===== src/rtl/baud_rate_generator.sv =====
// -----------------------------------------------------------------------------
// baud_rate_generator
//
// Runtime-programmable baud tick generator for the UART Tx and Rx paths.
// clk is divided by an integer+fractional divisor to give the oversample
// strobe os_tick. os_tick is divided by OVERSAMPLE to give the bit strobe
// baud_tick. The divisor is reloaded through a load/ack handshake. A new
// divisor only takes effect on an interval boundary, so the running period is
// never glitched.
//
// Optional feature macro: BAUD_GEN_FRAC_EN
//   defined     : the fractional accumulator is built. The long-run os_tick
//                 period is div_int + div_frac/2^FRAC_WIDTH clk cycles.
//   not defined : the interval is exactly max(div_int,2) cycles. The div_frac
//                 port and DEFAULT_FRAC are ignored.
//
// Ports
//   clk        in   system clock, all logic on posedge
//   reset_n    in   synchronous reset, active low
//   enable     in   1 = run; 0 = counters held cleared, no ticks
//   div_int    in   requested integer divisor (clk cycles per os_tick)
//   div_frac   in   requested fractional divisor (1 LSB = 1/2^FRAC_WIDTH clk)
//   div_load   in   1-cycle request to capture div_int/div_frac
//   div_ack    out  1-cycle pulse, the cycle after div_load is sampled
//   os_tick    out  oversample strobe, single-cycle pulse
//   baud_tick  out  bit strobe, coincident with the os_tick that wraps os_phase
//   os_phase   out  index of the current oversample slot in the bit
// -----------------------------------------------------------------------------
module baud_rate_generator #(
  parameter int DIV_WIDTH    = 16,
  parameter int FRAC_WIDTH   = 4,
  parameter int OVERSAMPLE   = 16,
  parameter int DEFAULT_DIV  = 312,
  parameter int DEFAULT_FRAC = 8,
  localparam int PHASE_W     = $clog2(OVERSAMPLE)
) (
  input  logic                  clk,
  input  logic                  reset_n,
  input  logic                  enable,
  input  logic [DIV_WIDTH-1:0]  div_int,
  input  logic [FRAC_WIDTH-1:0] div_frac,
  input  logic                  div_load,
  output logic                  div_ack,
  output logic                  os_tick,
  output logic                  baud_tick,
  output logic [PHASE_W-1:0]    os_phase
);

  // The counter needs one extra bit, because a carry can lengthen the
  // largest divisor by one cycle.
  localparam int CNT_W = DIV_WIDTH + 1;

  logic [CNT_W-1:0]     cnt_q, cnt_d;
  logic [DIV_WIDTH-1:0] div_act_q, div_act_d;
  logic [DIV_WIDTH-1:0] div_sh_q, div_sh_d;
  logic                 pending_q, pending_d;
  logic                 ack_q, ack_d;
  logic                 os_tick_q, os_tick_d;
  logic                 baud_tick_q, baud_tick_d;
  logic [PHASE_W-1:0]   phase_q, phase_d;

  logic                 carry;
  logic [CNT_W-1:0]     div_eff;
  logic [CNT_W-1:0]     period_last;
  logic                 terminal;
  logic                 load_now;

  // A divisor of 0 or 1 is clamped to 2. This keeps os_tick from being high
  // on two consecutive cycles.
  assign div_eff     = (div_act_q < DIV_WIDTH'(2)) ? CNT_W'(2) : {1'b0, div_act_q};
  assign period_last = div_eff + CNT_W'(carry) - CNT_W'(1);
  assign terminal    = enable && (cnt_q == period_last);

  // A divisor change lands only on an interval boundary. While the generator
  // is idle there is no running interval to protect, so the change applies at
  // once.
  assign load_now = !enable || terminal;

  // ---------------------------------------------------------------------------
  // Divisor shadow / active registers and the load handshake
  // ---------------------------------------------------------------------------
  always_comb begin
    // NOTE: give every always_comb output a default first. A path that leaves
    // a signal unassigned would infer a latch.
    div_act_d = div_act_q;
    div_sh_d  = div_sh_q;
    pending_d = pending_q;
    ack_d     = div_load;

    if (div_load) div_sh_d = div_int;

    if (load_now) begin
      // A load that arrives on the terminal cycle itself bypasses the shadow.
      // It then governs the interval that starts next.
      if (div_load)       div_act_d = div_int;
      else if (pending_q) div_act_d = div_sh_q;
      pending_d = 1'b0;
    end else if (div_load) begin
      pending_d = 1'b1;
    end
  end

  // ---------------------------------------------------------------------------
  // Interval counter, oversample phase and tick generation
  // ---------------------------------------------------------------------------
  always_comb begin
    cnt_d       = cnt_q + CNT_W'(1);
    phase_d     = phase_q;
    os_tick_d   = 1'b0;
    baud_tick_d = 1'b0;

    if (!enable) begin
      cnt_d   = '0;
      phase_d = '0;
    end else if (terminal) begin
      cnt_d       = '0;
      os_tick_d   = 1'b1;
      baud_tick_d = (phase_q == PHASE_W'(OVERSAMPLE - 1));
      phase_d     = (phase_q == PHASE_W'(OVERSAMPLE - 1)) ? '0 : phase_q + PHASE_W'(1);
    end
  end

  always_ff @(posedge clk) begin
    // NOTE: sequential state uses non-blocking assignments only. Every
    // register then samples pre-edge values, whatever the order of the
    // statements.
    if (!reset_n) begin
      cnt_q       <= '0;
      div_act_q   <= DIV_WIDTH'(DEFAULT_DIV);
      div_sh_q    <= DIV_WIDTH'(DEFAULT_DIV);
      pending_q   <= 1'b0;
      ack_q       <= 1'b0;
      os_tick_q   <= 1'b0;
      baud_tick_q <= 1'b0;
      phase_q     <= '0;
    end else begin
      cnt_q       <= cnt_d;
      div_act_q   <= div_act_d;
      div_sh_q    <= div_sh_d;
      pending_q   <= pending_d;
      ack_q       <= ack_d;
      os_tick_q   <= os_tick_d;
      baud_tick_q <= baud_tick_d;
      phase_q     <= phase_d;
    end
  end

`ifdef BAUD_GEN_FRAC_EN
  // ---------------------------------------------------------------------------
  // Fractional accumulator. Its carry adds one cycle to the NEXT interval.
  // ---------------------------------------------------------------------------
  logic [FRAC_WIDTH-1:0] acc_q, acc_d;
  logic [FRAC_WIDTH-1:0] frac_act_q, frac_act_d;
  logic [FRAC_WIDTH-1:0] frac_sh_q, frac_sh_d;
  logic                  carry_q, carry_d;

  assign carry = carry_q;

  always_comb begin
    acc_d      = acc_q;
    carry_d    = carry_q;
    frac_act_d = frac_act_q;
    frac_sh_d  = frac_sh_q;

    if (div_load) frac_sh_d = div_frac;
    if (load_now) begin
      if (div_load)       frac_act_d = div_frac;
      else if (pending_q) frac_act_d = frac_sh_q;
    end

    if (!enable) begin
      acc_d   = '0;
      carry_d = 1'b0;
    end else if (terminal) begin
      {carry_d, acc_d} = {1'b0, acc_q} + {1'b0, frac_act_q};
    end
  end

  always_ff @(posedge clk) begin
    if (!reset_n) begin
      acc_q      <= '0;
      carry_q    <= 1'b0;
      frac_act_q <= FRAC_WIDTH'(DEFAULT_FRAC);
      frac_sh_q  <= FRAC_WIDTH'(DEFAULT_FRAC);
    end else begin
      acc_q      <= acc_d;
      carry_q    <= carry_d;
      frac_act_q <= frac_act_d;
      frac_sh_q  <= frac_sh_d;
    end
  end
`else
  // Integer-only build: intervals are exact and div_frac is ignored.
  logic unused_frac;
  assign carry       = 1'b0;
  assign unused_frac = ^{div_frac, FRAC_WIDTH'(DEFAULT_FRAC)};
`endif

  assign div_ack   = ack_q;
  assign os_tick   = os_tick_q;
  assign baud_tick = baud_tick_q;
  assign os_phase  = phase_q;

endmodule


===== config.mk =====
export PLATFORM = sky130hd
export DESIGN_NAME = baud_rate_generator
export DESIGN_NICKNAME = d
export VERILOG_FILES = /design/src/rtl/baud_rate_generator.sv
export SDC_FILE = /design/constraint.sdc
export NUM_CORES = 1
export LEC_CHECK = 0
export ABC_AREA = 1
export BUFFER_PORTS_ARGS = -buffer_cell sky130_fd_sc_hd__buf_4
export CORE_ASPECT_RATIO = 1.4
export CORE_MARGIN = 2
export CORE_UTILIZATION = 35
export CTS_BUF_LIST = sky130_fd_sc_hd__clkbuf_8
export DETAILED_ROUTE_END_ITERATION = 7
export PLACE_DENSITY = 0.49
export SLEW_MARGIN = 5
export SYNTH_ARGS = -nofsm -noshare
export SYNTH_HDL_FRONTEND = slang
export SYNTH_SLANG_ARGS = --single-unit
export TNS_END_PERCENT = 1

===== constraint.sdc =====
create_clock -name clk -period 3.5 [get_ports clk]
set_input_delay 0.35 -clock clk [delete_from_list [all_inputs] [get_ports clk]]
set_output_delay 0.35 -clock clk [all_outputs]
set_load 0.005 [all_outputs]

==> results by group <==
Global route
  – First-pass GRT wire length: 11890 um
  – Initial antenna violation count: 0
  – Total grt overflow: 0
  – Vias in the first global route: 2584
  – Largest net degree at the start of global routing: 30
  – Total track usage: 15.24%

Timing
  – Fmax: 0.3186 GHz
  – Fin crit period: 3139 ps
  – Max Slew Vio Count: 0
  – Endpoints failing setup: 0
  – Rel. slew slack: 39.81%
  – Final worst path period share: 89.67%
  – Clk_skew: 6.344 ps
  – Worst slew pin tran: 900.6 ps
  – Fin. Hold Viols: 0

Critical path
  – Worst-case reg-to-reg path depth: 18
  – Crit-path max FO: 14
  – FF-to-FF End: div_act_q[12]
  – Crit start category: register
  – CP Data Required Time: 3740 ps
  – Critical Path AT: 3380 ps
  – Worst r2r src: div_act_q[12]
  – Reg-to-reg slack, setup: 360 ps
  – CP Capture Type: register
  – CP Class: register to register

CTS
  – CTS tree: built
  – Hold buffers post-CTS: 0
  – CTS root buf: clkbuf_8
  – CTS buffer count: 9
  – Clk buf depth: 2
  – Worst-path clk slew: 70 ps
  – H-Tree Depth: 3
  – Clock sink count: 57
  – Clock Latency Late Sink: 350 ps

Cells and area
  – Number of diodes: 0
  – Commonest non-fill, non-tap cell in the layout: nand2_1
  – Post-route cell area: 3646 um^2
  – Final Net Count: 499
  – Most frequent cells in the layout: nand2_1, nor2_1, dfxtp_1
  – P&R area growth vs syn: 16.00%
  – Layout cell share with drive strength beyond 1: 15.72%

Floorplanning
  – Core Area: 8658 um^2
  – I/O Pins: 31
  – Initial Util: 36.30%
  – Row cnt: 40
  – Die width: 84.09 um
  – Total die area: 9765 um^2
  – Die H: 116.1 um

Logic synthesis
  – Register area share after synthesis: 36.31%
  – Share of the synthesized area in the top cell type: 36.31%
  – Yosys warns: 0
  – Yosys top cell by area: dfxtp_1
  – Top cells by area, synth: dfxtp_1, nand2_1, nand3_1
  – Cell Area, Synth: 3143 um^2
  – Mapped Cells: 442
  – Yosys reg bits: 57
  – Avg Cell Area, Syn: 7.111 um^2
  – Netlist cell types: 37
  – Syn nets: 469

Placement
  – Global placer's final weighted congestion: 0.8002
  – Final HPWL DP: 5238 um
  – Cell Area, Placed: 3437 um^2
  – I/O Buffers: 26

Min path
  – HP Class: input port to register
  – Hold Path Sink: div_sh_q[4]
  – Worst hold path depth: 3
  – Hold Path Origin: div_int[4]

Detailed routing
  – Wire per inst: 11.78 um
  – Iter 0 DRT Violations: 91
  – Via count: 2703
  – Routed wire length: 6855 um
  – # DRC: 0
  – Detailed Routing Iterations Pass 1: 4
  – Final ANT Viol Nets: 0
  – Vias per cell: 4.644

Pwr
  – Total chip power: 1.526 mW
  – P_leak: 1.718 nW
  – Max VDD drop: 281.8 uV
  – Pwr/cell area: 418.5 nW/um^2

Run status
  – Status: finished clean

Job
  – Max-Cap Viols: 0
## sequential cells by signal, indices dropped and copies added (netlist names)
signal	flops
cnt_q	17
div_act_q	16
div_sh_q	16
os_phase	4
baud_tick	1
div_ack	1
os_tick	1
pending_q	1
## power by group
group          internal, mW  switching, mW  leakage (nW)  total [mW]
combinational        0.0876          0.123          1.15       0.211
sequential            0.676         0.0217         0.467       0.698
clock                 0.342          0.275        0.0995       0.617
## routing by layer
layer  track usage, %  share of wire (%)  vias to the layer above
li1                 -                  -                     1479
met1            18.87                 47                     1179
met3            2.403                2.5                       14
met4            8.710                2.5                        0
met2            25.29                 48                       31
met5                0                  0                        -
## through the flow
stage	setup TNS (ps)	std cells	worst slack [ps]	util [%]	hold slack (ps)
floorplan	0	442	763.6	-	424.3
global placement	0	565	316.9	39.70	433.8
detailed placement	0	565	291.4	39.70	439.7
CTS	0	581	266.7	41.97	214.5
global route	-1.284	582	-1.284	42.11	223.3
finish	0	582	361.4	42.11	228.6
## synthesized netlist by cell type (all sizes together)
cell type,instances
xor2,18
xnor3,1
nor2,71
or2,7
xnor2,10
a211oi,1
mux2i,12
clkbuf,8
buf,6
nor3,9
dfxtp,57
a31oi,2
nand4,13
o21ai,4
nand2,101
nand3b,3
nor3b,2
inv,44
nand3,49
ha,3
a21oi,21
## final cells by class
| cell class | count | area (um^2) |
|---|---|---|
| sequential | 57 | 1141 |
| timing repair buffer | 33 | 247.7 |
| multi-input combinational | 327 | 1764 |
| clock buffer | 10 | 137.6 |
| clock inverter | 6 | 58.81 |
| tap | 105 | 131.4 |
| inverter | 44 | 165.2 |
| fill | 914 | 5012 |
## critical path, stage by stage, from the launching register on
cell and delay [ps]:
dfxtp_1 360, nor2_1 200, nand2_1 160, nor2_4 190
nand2_4 50, nand2_1 80, ha_1 220, nand2_1 120
nor2_2 200, xor2_1 200, xor2_1 230, nand2_1 100
nor2_2 150, nand4_4 160, nand2_2 150, buf_4 210
nand3_1 90, nand2_1 110, nor2_1 40
## logic make-up after synthesis
family	count (synthesis)	synth area share [%]
multiplexers	12	3.822
buffers and inverters	58	7.723
flip-flops	57	36.31
AND/OR/NAND/NOR	255	37.58
XOR/XNOR	29	8.758
adder cells (fa/ha/maj)	3	1.194
AO/OA/AOI/OAI	28	4.618
## worst max path at each step
stage / startpoint / endpoint / slack (ps) / cells past startpoint
after floorplan: div_act_q[12] / cnt_q[0] / 760 / 17
after global placement: div_act_q[12] / div_act_q[3] / 320 / 19
after detailed placement: div_act_q[12] / div_act_q[3] / 290 / 19
after CTS: div_act_q[12] / div_act_q[5] / 270 / 19
after global routing: div_act_q[12] / div_act_q[5] / -1 / 19
final: div_act_q[12] / div_act_q[12] / 360 / 18
## repair_timing
action                                  CTS  global route
endpoints found under the hold margin     0             0
buffers inserted                          0             1
resized for setup                         0             1
endpoints found under the setup margin    0            15
Note: power is estimated with default switching activity, not from simulation.
